File: config.mk
export PLATFORM = sky130hd
export DESIGN_NAME = gcd_sequencer
export DESIGN_NICKNAME = d
export VERILOG_FILES = /design/src/rtl/gcd_sequencer.sv
export SDC_FILE = /design/constraint.sdc
export NUM_CORES = 1
export LEC_CHECK = 0
export BUFFER_PORTS_ARGS = -buffer_cell sky130_fd_sc_hd__buf_2
export CORE_MARGIN = 2
export CORE_UTILIZATION = 45
export DETAILED_ROUTE_END_ITERATION = 12
export PLACE_DENSITY_LB_ADDON = 0.12
export SETUP_SLACK_MARGIN = 0.1
export SYNTH_ARGS = -nofsm -noshare
export SYNTH_HDL_FRONTEND = slang
export SYNTH_SLANG_ARGS = --single-unit
File: constraint.sdc
create_clock -name clk -period 2.18 [get_ports clk]
set_input_delay 0.436 -clock clk [delete_from_list [all_inputs] [get_ports clk]]
set_output_delay 0.436 -clock clk [all_outputs]
set_load 0.03 [all_outputs]
File: src/rtl/gcd_sequencer.sv
// Control sequencer for a subtract-based GCD datapath: loads two operands,
// repeatedly subtracts the smaller from the larger, and reports done or err.
module gcd_sequencer #(
    parameter int CNT_W    = 8,
    parameter int MAX_ITER = 255
) (
    input  logic             clk,
    input  logic             rst,
    input  logic             start,
    input  logic             mayor,
    input  logic             igual,
    input  logic             cero,
    output logic [1:0]       cnt_alu,
    output logic             slc_mux_a,
    output logic             slc_mux_b,
    output logic             slc_reg,
    output logic             w,
    output logic             ld_ext,
    output logic             busy,
    output logic             done,
    output logic             err,
    output logic [CNT_W-1:0] iter
);

    localparam logic [2:0] S_IDLE   = 3'd0;
    localparam logic [2:0] S_LOAD_A = 3'd1;
    localparam logic [2:0] S_LOAD_B = 3'd2;
    localparam logic [2:0] S_CMP    = 3'd3;
    localparam logic [2:0] S_SUB    = 3'd4;
    localparam logic [2:0] S_DONE   = 3'd5;
    localparam logic [2:0] S_ERR    = 3'd6;

    localparam logic [1:0] ALU_PASS = 2'b00;
    localparam logic [1:0] ALU_SUB  = 2'b01;

    localparam logic [CNT_W-1:0] ITER_LIMIT = CNT_W'(MAX_ITER);
    localparam logic [CNT_W-1:0] ITER_SAT   = '1;

    logic [2:0]       r_state;
    logic [2:0]       w_next_state;
    logic             r_dir;
    logic [CNT_W-1:0] r_iter;

    // NOTE: every signal gets a default before the case so no path leaves it unassigned (no latch).
    always_comb begin
        w_next_state = r_state;
        case (r_state)
            S_IDLE:   if (start) w_next_state = S_LOAD_A;
            S_LOAD_A: w_next_state = S_LOAD_B;
            S_LOAD_B: w_next_state = S_CMP;
            S_CMP: begin
                if (igual)                     w_next_state = S_DONE;
                else if (cero)                 w_next_state = S_ERR;
                else if (r_iter == ITER_LIMIT) w_next_state = S_ERR;
                else                           w_next_state = S_SUB;
            end
            S_SUB:    w_next_state = S_CMP;
            S_DONE:   w_next_state = S_IDLE;
            S_ERR:    if (!start) w_next_state = S_IDLE;
            default:  w_next_state = S_IDLE;
        endcase
    end

    // NOTE: state uses non-blocking assignments so every register sees pre-edge values.
    always_ff @(posedge clk or posedge rst) begin
        if (rst) begin
            r_state <= S_IDLE;
        end else begin
            r_state <= w_next_state;
        end
    end

    // Direction is latched in CMP so SUB drives a stable mux selection.
    always_ff @(posedge clk or posedge rst) begin
        if (rst) begin
            r_dir <= 1'b0;
        end else if (r_state == S_CMP) begin
            r_dir <= mayor;
        end
    end

    always_ff @(posedge clk or posedge rst) begin
        if (rst) begin
            r_iter <= '0;
        end else if (r_state == S_IDLE && start) begin
            r_iter <= '0;
        end else if (r_state == S_SUB && r_iter != ITER_SAT) begin
            r_iter <= r_iter + CNT_W'(1);
        end
    end

    always_comb begin
        cnt_alu   = ALU_PASS;
        slc_mux_a = 1'b0;
        slc_mux_b = 1'b0;
        slc_reg   = 1'b0;
        w         = 1'b0;
        ld_ext    = 1'b0;
        busy      = 1'b0;
        done      = 1'b0;
        err       = 1'b0;
        case (r_state)
            S_LOAD_A: begin
                ld_ext  = 1'b1;
                slc_reg = 1'b0;
                w       = 1'b1;
                busy    = 1'b1;
            end
            S_LOAD_B: begin
                ld_ext  = 1'b1;
                slc_reg = 1'b1;
                w       = 1'b1;
                busy    = 1'b1;
            end
            S_CMP: begin
                cnt_alu   = ALU_SUB;
                slc_mux_a = 1'b0;
                slc_mux_b = 1'b1;
                busy      = 1'b1;
            end
            S_SUB: begin
                cnt_alu   = ALU_SUB;
                slc_mux_a = ~r_dir;
                slc_mux_b = r_dir;
                slc_reg   = ~r_dir;
                w         = 1'b1;
                busy      = 1'b1;
            end
            S_DONE:  done = 1'b1;
            S_ERR:   err  = 1'b1;
            default: ;
        endcase
    end

    assign iter = r_iter;

endmodule

# After elaboration in Yosys (flattened, before gate mapping)
# Cells that the tools add are included.
# op_classes
order_cmp	0
bitwise_logic	1
addsub	1
eq_ne	10
multipliers	0
shift	0
mux	17
n_reduce_logical	10
div	0
# op_table
operator	n
$mux 8	2
$pmux 3 s5	1
$eq 3x3->1 const B	3
$add 8x1->8 const B	1
$eq 8x8->1 const B	1
$ne 8x8->1 const B	1
$mux 1	7
$eq 3x2->1 const B	2
$mux 2	3
$mux 3	2
$reduce_or 2->1	3
$ne 2x2->1 const B	2
$pmux 1 s2	2
$reduce_or 4->1	1
$eq 3x1->1 const B	1
$logic_not 3->1	1
$reduce_or 3->1	1
$logic_and 1x1->1	2
$reduce_and 2->1	1
$reduce_bool 2->1	1
$not 1->1	1
# totals
input_bits	6
out_inout_bits	18
regBits	12
n_memories	0
ramBits	0
latch_bits	0
elab_cells	42
mem_bits_ro	0

# Logic depth before layout (Yosys ltp)
# Gate-level depths: netlist (run 1).
# depth
word_depth	5
mapped_depth	5
depth_no_buf	5

# Worst setup path before layout (run 1)
# Ideal clock, no wire load.
# synth_path
path_type	reg2out
from	reg r_state[1]
to	out busy
required_ns	1.744
setup_slack_ns	0.204
path_buffers	1
t_arrival_ns	1.540
stages_incl_launch_ff	5
cell_sequence	dfrtp_1 clkbuf_1 xnor2_1 nor2_1 or2_1
# synth_via
elab_chain_cells	3
word_cells_on_any_way	6
classes_between	eq/ne (4); mux (1); reduce/logical (1)
# synth_rtl
element	line_no	source
from (decl)	39	logic [2:0] r_state;
from (signal assigned)	69	r_state <= w_next_state;
$eq 3x2->1, or another cell as far along	102	case (r_state)
$reduce_or 4->1 (no source line) (*)	-	
$mux 1 (*)	102	
to (decl)	19	output logic busy,
# Every way passes the cells marked *; elsewhere a longest branch is shown, timed or not.

# Worst setup path in the final report (run 1)
# layout_path
from	reg r_state[0]
to	out busy
# Same word-level chain as after synthesis.

==> results of run 1 <==
[cell usage in the layout (no fill, tap or decap), types with 3 or more instances in the layout]
| cell type | n |
|---|---|
| a21oi_1 | 4 |
| buf_2 | 22 |
| buf_4 | 5 |
| clkbuf_4 | 3 |
| dfrtp_1 | 10 |
| mux2i_1 | 3 |
| nand2_1 | 8 |
| nor2_1 | 12 |
| o21ai_0 | 3 |
| xor2_1 | 4 |
[timing repair]
item	CTS	global route
setup buffers	0	3
pin swaps	0	0
hold endpoints to repair	0	0
endpoints found under the setup margin	1	2
resized for setup	1	1
[critical path, delay by kind of cell, from the launching register on]
| family | cells | cell delay (ns) |
|---|---|---|
| DFF | 1 | 0.49 |
| and+or+nand+nor | 3 | 0.61 |
| buffers and inverters | 1 | 0.18 |
[final timing paths]
| check | slack [ns] | endpoint | cells past startpoint |
|---|---|---|---|
| min in group clk | 0.40 | r_dir | 2 |
| min | 0.16 | r_state[0] | 2 |
| max reg2reg | 0.56 | iter[6] | 4 |
| min reg2reg | 0.57 | iter[5] | 1 |
| max | 0.19 | busy | 4 |
| max in group asynchronous | 1.69 | r_state[2] | 2 |
[registers in the layout, indices dropped and copies added, names as in the netlist]
name / flops
r_dir: 1
iter: 8
r_state: 3
[kinds of logic (layout without fill, tap and decap cells)]
| family | Yosys count | in the layout |
|---|---|---|
| AND/OR/NAND/NOR | 37 | 37 |
| AO/OA/AOI/OAI | 15 | 15 |
| flip-flops | 12 | 12 |
| XOR/XNOR | 6 | 6 |
| buffers and inverters | 6 | 33 |
| multiplexers | 4 | 4 |
| adder cells (fa/ha/maj) | 1 | 1 |
| other | 1 | 1 |
[routing by layer]
layer / wire length (um) / up-vias
met4: 16 / 0
li1: - / 341
met2: 695 / 25
met1: 725 / 299
met3: 103 / 2
met5: 0 / -
[stage by stage]
stage	area [um2]	std cells	setup WS (ns)	hold slack, ns
final	918.4	125	0.1926	0.1597
after global routing	918.4	125	0.1232	0.2034
after CTS	894.6	122	0.1309	0.1732
after detailed placement	857.1	118	0.3701	0.4686
after global placement	857.1	118	0.4199	0.4648
after floorplan	732.0	82	0.2039	0.3007
[power by group through the flow]
stage / registers, mW / logic (mW) / clock network, mW
after global placement: 0.412 / 0.729 / 0
final: 0.414 / 0.767 / 0.174
after floorplan: 0.418 / 0.540 / 0
after global routing: 0.427 / 0.833 / 0.189
after CTS: 0.417 / 0.737 / 0.181
after detailed placement: 0.420 / 0.735 / 0
[area by class of cell]
class / instances / area (um2)
Timing Repair Buffer: 27 / 147.6
Inverter: 2 / 7.507
Fill cell: 156 / 605.6
Tap cell: 16 / 20.02
Sequential cell: 12 / 302.8
Clock buffer: 4 / 36.28
Multi-Input combinational cell: 64 / 404.1
==> results_dict.tcl, run 1 <==
set metrics [dict create \
    rsz0062_at_grt "false" \
    syn_nets 89 \
    fin_nets 117 \
    root_buffer "clkbuf_4" \
    ys_seq_area_share_pct 41.03 \
    final_core_util_pct 60.26 \
    initial_core_util_pct 48.03 \
    boundaryPins 24 \
    wl_per_cell_um 12.33 \
    critical_path_required_ns 1.74 \
    crit_path_max_fanout 8 \
    cp-end-kind "output pin" \
    grt_usage_pct 16.10 \
    start_kind "flop" \
    yosysWarnings 0 \
    clock_path_buffers 2 \
    io_buffers 22 \
    use_met2_pct 25.59 \
    grt_max_degree 14 \
    antenna_found_initial 0 \
    synth_cells 82 \
    cts_tree "built" \
    p_int_mw 0.6725 \
    async_flop_share_pct 100.0 \
    ys_types 35 \
    hold_viol_final 0 \
    clkPwrFrac_pct 12.8 \
    ir_drop_mv 0.7199 \
    power.leakage_nw 0.4711 \
    power_density_mw_per_mm2 1476 \
    rows 14 \
    cp_slowest_stage_delay_ns 0.49 \
    drive_gt1_share_pct 33.03 \
    total_power_mw 1.355 \
    synth-seq-cells 12 \
    reg2reg_from "iter[0]" \
    via_per_inst 5.336 \
    grt_pass1_vias 518 \
    clock-sinks 12 \
    grt_pass1_wl_um 2249 \
    cts_hold_buf 0 \
    synth_area_per_cell_um2 8.926 \
    p_sw_mw 0.6829 \
    place.gp.congestion 0.7609 \
    synthMuxAreaShare_pct 5.641 \
    fmax_mhz 503.2 \
    clk_pin_slew_ns 0.07 \
    ys_top_cells_by_area "dfrtp_1 (41%), nor2_1 (6.2%), xor2_1 (4.8%)" \
    n_antenna_cell 0 \
    cts_buffers 3 \
    synth-compound-area-share_pct 12.99 \
    sequentialPowerShare_pct 30.5 \
    cp.arrival_ns 1.55 \
    hp-class "primary input to async pin" \
    wirelength_um 1541 \
    gr-total-overflow 0 \
    worstSetupPathType "flop to output pin" \
    synth_top_family_by_area "simple AND/OR/NAND/NOR gates" \
    drt_first_pass_iters 4 \
    areaGrowthSynthToFinish_pct 25.47 \
    drv_cap 0 \
    finalMaxSlewViolations 0 \
    synthSimpleGateAreaFrac_pct 27.18 \
    finalSetupTns_ns 0 \
    synth_ff_type "dfrtp_1" \
    synth_fa_ha_area_share_pct 1.709 \
    synthXorXnorAreaFrac_pct 7.179 \
    yosysTopAreaCell "dfrtp_1" \
    power_frac_comb_pct 56.6 \
    switching_share_pct 50.38 \
    hpwl_um 1127 \
    die-area_mm2 0.001965 \
    vias 667 \
    die_height_um 44.33 \
    clock_skew_ns 0.0006581 \
    grt_use_met3_pct 4.898 \
    gr-usage-met1_pct 20.82 \
    synth_edf_count 0 \
    htree_levels 1 \
    ant_nets 0 \
    startpoint "r_state[0]" \
    top_usage_layer "met2" \
    period_needed_ns 1.987 \
    core-area_mm2 0.001524 \
    syn-cell-area_um2 732.0 \
    setup_viol 0 \
    synth_top_area_share_pct 41.03 \
    clock_latency_ns 0.27 \
    synthTopCellsByCount "dfrtp_1 (12), nor2_1 (12), nand2_1 (8)" \
    period_share_pct 91.17 \
    slowest_stage "dfrtp_1" \
    die_x_um 44.33 \
    status "completed" \
    drt_iter0_markers 12 \
    crit_chain "or3_1 > nand2_1 > or2_1 > buf_2" \
    drc_errors 0 \
]
(Power assumes the default switching activity.)
==> inputs of run 2 (changes only) <==
--- a/config.mk
+++ b/config.mk
@@ -7,10 +7,11 @@
 export LEC_CHECK = 0
 export BUFFER_PORTS_ARGS = -buffer_cell sky130_fd_sc_hd__buf_2
 export CORE_MARGIN = 2
-export CORE_UTILIZATION = 45
+export CORE_UTILIZATION = 40
 export DETAILED_ROUTE_END_ITERATION = 12
 export PLACE_DENSITY_LB_ADDON = 0.12
 export SETUP_SLACK_MARGIN = 0.1
+export SLEW_MARGIN = 20
 export SYNTH_ARGS = -nofsm -noshare
 export SYNTH_HDL_FRONTEND = slang
 export SYNTH_SLANG_ARGS = --single-unit
==> run 2 against run 1 <==
Effect of this change: wire length shrank 4.2%; sequential share of layout area grew 0.27 points; critical path depth is the same; clock skew grew 0.00078 ns; total power shrank 2.6%; maximum frequency grew 0.26%; core utilization shrank 7.3 points; global-route usage shrank 0.71 points; largest cell class unchanged; largest power group unchanged.
==> results_dict.tcl, run 2 (synthesized netlist as in run 1, its figures left out) <==
set metrics [dict create \
    period_share_pct 90.93 \
    ir_drop_mv 0.6543 \
    clock-sinks 12 \
    worstSetupPathType "flop to output pin" \
    grt_max_degree 15 \
    place.gp.congestion 0.7071 \
    seq_area_um2 304.0 \
    worst_slack_ns 0.1977 \
    hpwl_um 1078 \
    multi_input_area_um2 404.1 \
    mostFrequentLayoutCells "buf_2 (22), nor2_1 (12), dfrtp_1 (9)" \
    dpl_worst_slack_ns 0.3665 \
    finalMaxSlewViolations 0 \
    routed-wl-met3_um 69 \
    final_core_util_pct 52.97 \
    hp-class "primary input to async pin" \
    startpoint "r_state[1]" \
    die_x_um 46.78 \
    r2r-end "iter[6]" \
    drc_errors 0 \
    cp-end-kind "output pin" \
    clock_latency_ns 0.26 \
    final_common_cell "buf_2" \
    ant_nets 0 \
    cts_hold_buf 0 \
    setup_viol 0 \
    die_height_um 46.78 \
    largest_register_ffs 8 \
    areaGrowthSynthToFinish_pct 24.96 \
    clock_path_buffers 2 \
    r2r_cells 4 \
    total_power_mw 1.320 \
    gr-total-overflow 0 \
    boundaryPins 24 \
    n_antenna_cell 0 \
    postLayoutCellArea_um2 914.6 \
    nFillCells 171 \
    period_needed_ns 1.982 \
    wl_met2_um 625 \
    fin_nets 115 \
    drv_cap 0 \
    clk_pin_slew_ns 0.07 \
    critical_path_required_ns 1.74 \
    cp_slowest_stage_delay_ns 0.50 \
    hold_ws_ns 0.1633 \
    grt_usage_pct 15.38 \
    io_buffers 22 \
    wl_per_cell_um 11.27 \
    path_buf_inv 1 \
    met1Wirelength_um 781 \
    antenna_found_initial 0 \
    top_layer_used "met3" \
    initial_core_util_pct 42.39 \
    crit_chain "or3_1 > nand2_1 > or2_1 > buf_2" \
    wirelength_um 1476 \
    cts_buffers 3 \
    power.leakage_nw 0.4571 \
    worst-r2r-setup-slack_ns 0.56 \
    start_kind "flop" \
    rsz0062_at_grt "false" \
    stdcell_count 131 \
    crit_path_max_fanout 13 \
    place_inst 126 \
    grt_pass1_vias 521 \
    finalSetupTns_ns 0 \
    drt_iter0_markers 10 \
    fmax_mhz 504.5 \
    cp.arrival_ns 1.55 \
    critPathTopFamily "simple AND/OR/NAND/NOR gates" \
    root_buffer "clkbuf_4" \
    reg2reg_from "iter[0]" \
    slowest_stage "dfrtp_2" \
    htree_levels 1 \
    drt_first_pass_iters 2 \
    cts_tree "built" \
    clock_skew_ns 0.001439 \
    place_area_um2 860.8 \
    status "completed" \
    drive_gt1_share_pct 32.08 \
    vias 647 \
    worst-path-stages 4 \
    crit_end "busy" \
    hold_viol_final 0 \
    grt_pass1_wl_um 2339 \
    core-area_mm2 0.001727 \
    die-area_mm2 0.002188 \
    rows 15 \
    via_per_inst 4.939 \
    power_density_mw_per_mm2 1443 \
]
[run 2: worst min path at each step]
stage / startpoint / end / slack [ns] / cells after the start
4_1_cts: rst / iter[2] / 0.18 / 2
2_1_floorplan: rst / iter[0] / 0.30 / 1
3_3_place_gp: rst / r_state[0] / 0.47 / 2
3_5_place_dp: rst / iter[2] / 0.48 / 2
5_1_grt: rst / iter[2] / 0.22 / 2
6_report: rst / iter[2] / 0.16 / 2
[run 2: routing by layer]
layer	vias up	global-route usage [%]
met2	15	22.19
li1	335	-
met1	297	22.12
met4	0	3.333
met3	0	5.769
met5	-	0
[run 2: area by class of cell]
type / instances / share of cell area, %
Timing Repair Buffer: 25 / 15.87
Multi-Input combinational cell: 64 / 44.19
Tap cell: 25 / 3.420
Clock buffer: 3 / 2.462
Inverter: 2 / 0.8208
Sequential cell: 12 / 33.24
[run 2: worst register-to-register path, delay by kind of cell (launching register included)]
kind | cells | cell delay, ns
fa+ha+maj | 1 | 0.18
flops | 1 | 0.40
compound gates | 1 | 0.14
simple gates | 2 | 0.83
[run 2: where the power goes]
group	internal [mW]	switching, mW
logic	0.286	0.501
clock network	0.0638	0.0655
registers	0.295	0.108
[run 2: timing repair]
item | 4_1_cts | 5_1_grt
cloned | 0 | 0
endpoints found under the setup margin | 1 | 2
buffers inserted | 0 | 2
gates resized for setup | 2 | 1
==> inputs of run 3 (changes only) <==
--- a/config.mk
+++ b/config.mk
@@ -10,6 +10,7 @@
 export CORE_UTILIZATION = 40
 export DETAILED_ROUTE_END_ITERATION = 12
 export PLACE_DENSITY_LB_ADDON = 0.12
+export REMOVE_ABC_BUFFERS = 1
 export SETUP_SLACK_MARGIN = 0.1
 export SLEW_MARGIN = 20
 export SYNTH_ARGS = -nofsm -noshare
==> run 3 against run 2 <==
Effect of this change: final cell count rose by 2.3%; sequential power shrank 1%; clock-buffer cell count did not move; clock power about the same; register-to-register slack barely moved; global-route usage increased by 0.24 points; largest power group unchanged.
==> results_dict.tcl, run 3 (synthesized netlist as in run 1, its figures left out) <==
set metrics [dict create \
    n_antenna_cell 0 \
    total_power_mw 1.330 \
    cts_buffers 3 \
    cp-end-kind "output pin" \
    grt_pass1_wl_um 2415 \
    hpwl_um 1071 \
    gr-total-overflow 0 \
    clock_path_buffers 2 \
    switching_share_pct 50.93 \
    wirelength_um 1496 \
    rows 15 \
    drv_cap 0 \
    ir_drop_mv 0.6351 \
    power_frac_comb_pct 60.1 \
    grt_usage_pct 15.62 \
    grt_max_degree 14 \
    htree_levels 1 \
    areaGrowthSynthToFinish_pct 26.32 \
    critical_path_required_ns 1.74 \
    grt_pass1_vias 547 \
    io_buffers 22 \
    r2r_cells 4 \
    clock-sinks 12 \
    nFillCells 178 \
    power.leakage_nw 0.4672 \
    via_per_inst 4.978 \
    mostFrequentLayoutCells "buf_2 (22), nor2_1 (12), dfrtp_1 (9)" \
    boundaryPins 24 \
    hold_viol_final 0 \
    die_height_um 46.78 \
    worst-r2r-setup-slack_ns 0.55 \
    die-area_mm2 0.002188 \
    worst_slack_ns 0.2375 \
    rsz0062_at_grt "false" \
    reg2reg_from "iter[0]" \
    worstSetupPathType "flop to output pin" \
    core-area_mm2 0.001727 \
    cp.arrival_ns 1.51 \
    multi_input_area_um2 404.1 \
    r2r-end "iter[6]" \
    hp-class "primary input to async pin" \
    ant_nets 0 \
    cts_hold_buf 0 \
    final_core_util_pct 53.55 \
    die_x_um 46.78 \
    sequentialPowerShare_pct 30.0 \
    clk_pin_slew_ns 0.07 \
    clock_latency_ns 0.27 \
    largest_register_ffs 8 \
    finalSetupTns_ns 0 \
    wl_per_cell_um 11.16 \
    crit_path_max_fanout 8 \
    fin_nets 118 \
    clock_skew_ns 0.005781 \
    drt_first_pass_iters 4 \
    final_common_cell "buf_2" \
    finalMaxSlewViolations 0 \
    power_density_mw_per_mm2 1438 \
    dpl_worst_slack_ns 0.3808 \
    cts_tree "built" \
    setup_viol 0 \
    antenna_found_initial 0 \
    initial_core_util_pct 42.39 \
    status "completed" \
    seq_area_um2 304.0 \
    place.gp.congestion 0.7304 \
    drc_errors 0 \
    period_share_pct 89.11 \
    drive_gt1_share_pct 33.94 \
    clkPwrFrac_pct 9.9 \
    period_needed_ns 1.943 \
    fmax_mhz 514.8 \
    p_sw_mw 0.6772 \
    drt_iter0_markers 9 \
    p_int_mw 0.6524 \
    root_buffer "clkbuf_4" \
    start_kind "flop" \
    vias 667 \
]
## run 3: changes by cell type in the layout (fill, tap and decap cells not counted), sizes merged
cell / before / now
buf: 25 / 28
## run 3: critical path: stages (launching register included)
cell,delay (ns)
dfrtp_2,0.46
or3_1,0.42
nand2_1,0.08
or2_1,0.09
buf_2,0.18
## run 3: through the flow
step | instances | area (um2) | hold WS [ns]
2_1_floorplan | 78 | 711.9 | 0.3007
3_3_place_gp | 127 | 868.3 | 0.4652
3_5_place_dp | 127 | 868.3 | 0.4780
4_1_cts | 130 | 892.1 | 0.1833
5_1_grt | 134 | 924.6 | 0.2117
6_report | 134 | 924.6 | 0.1692
## run 3: layout make-up
class	count	area share, %
Timing Repair Buffer	28	16.78
Clock buffer	3	2.436
Sequential cell	12	32.88
Tap cell	25	3.383
Multi-Input combinational cell	64	43.71
Inverter	2	0.8119
## run 3: metal layers
layer  part of all wire (%)  GRT usage, %  vias to the layer above  wire length (um)
met5                      0             0                        -                 0
met4                   0.60         3.333                        0                 9
met3                    5.1         6.923                        2                77
met2                     44         20.55                       18               651
met1                     51         23.56                      308               757
li1                       -             -                      339                 -
## run 3: worst max path at each step
stage / startpoint / to / cells past startpoint
finish: r_state[0] / busy / 4
global route: r_state[0] / busy / 4
CTS: r_state[1] / busy / 4
detailed placement: r_state[2] / busy / 5
global placement: r_state[2] / busy / 5
floorplan: r_state[0] / busy / 3
## run 3: power by group through the flow
| stage | Combinational, mW | Clock (mW) | Sequential (mW) |
|---|---|---|---|
| floorplan | 0.474 | 0 | 0.465 |
| global placement | 0.730 | 0 | 0.414 |
| detailed placement | 0.734 | 0 | 0.417 |
| CTS | 0.738 | 0.140 | 0.415 |
| global route | 0.887 | 0.153 | 0.414 |
| finish | 0.799 | 0.131 | 0.399 |
## run 3: what timing repair did
item / in CTS / in global routing
buffers inserted: 0 / 4
resized for setup: 1 / 2
pin swaps: 0 / 0
gates cloned: 0 / 0
setup endpoints to repair: 1 / 3
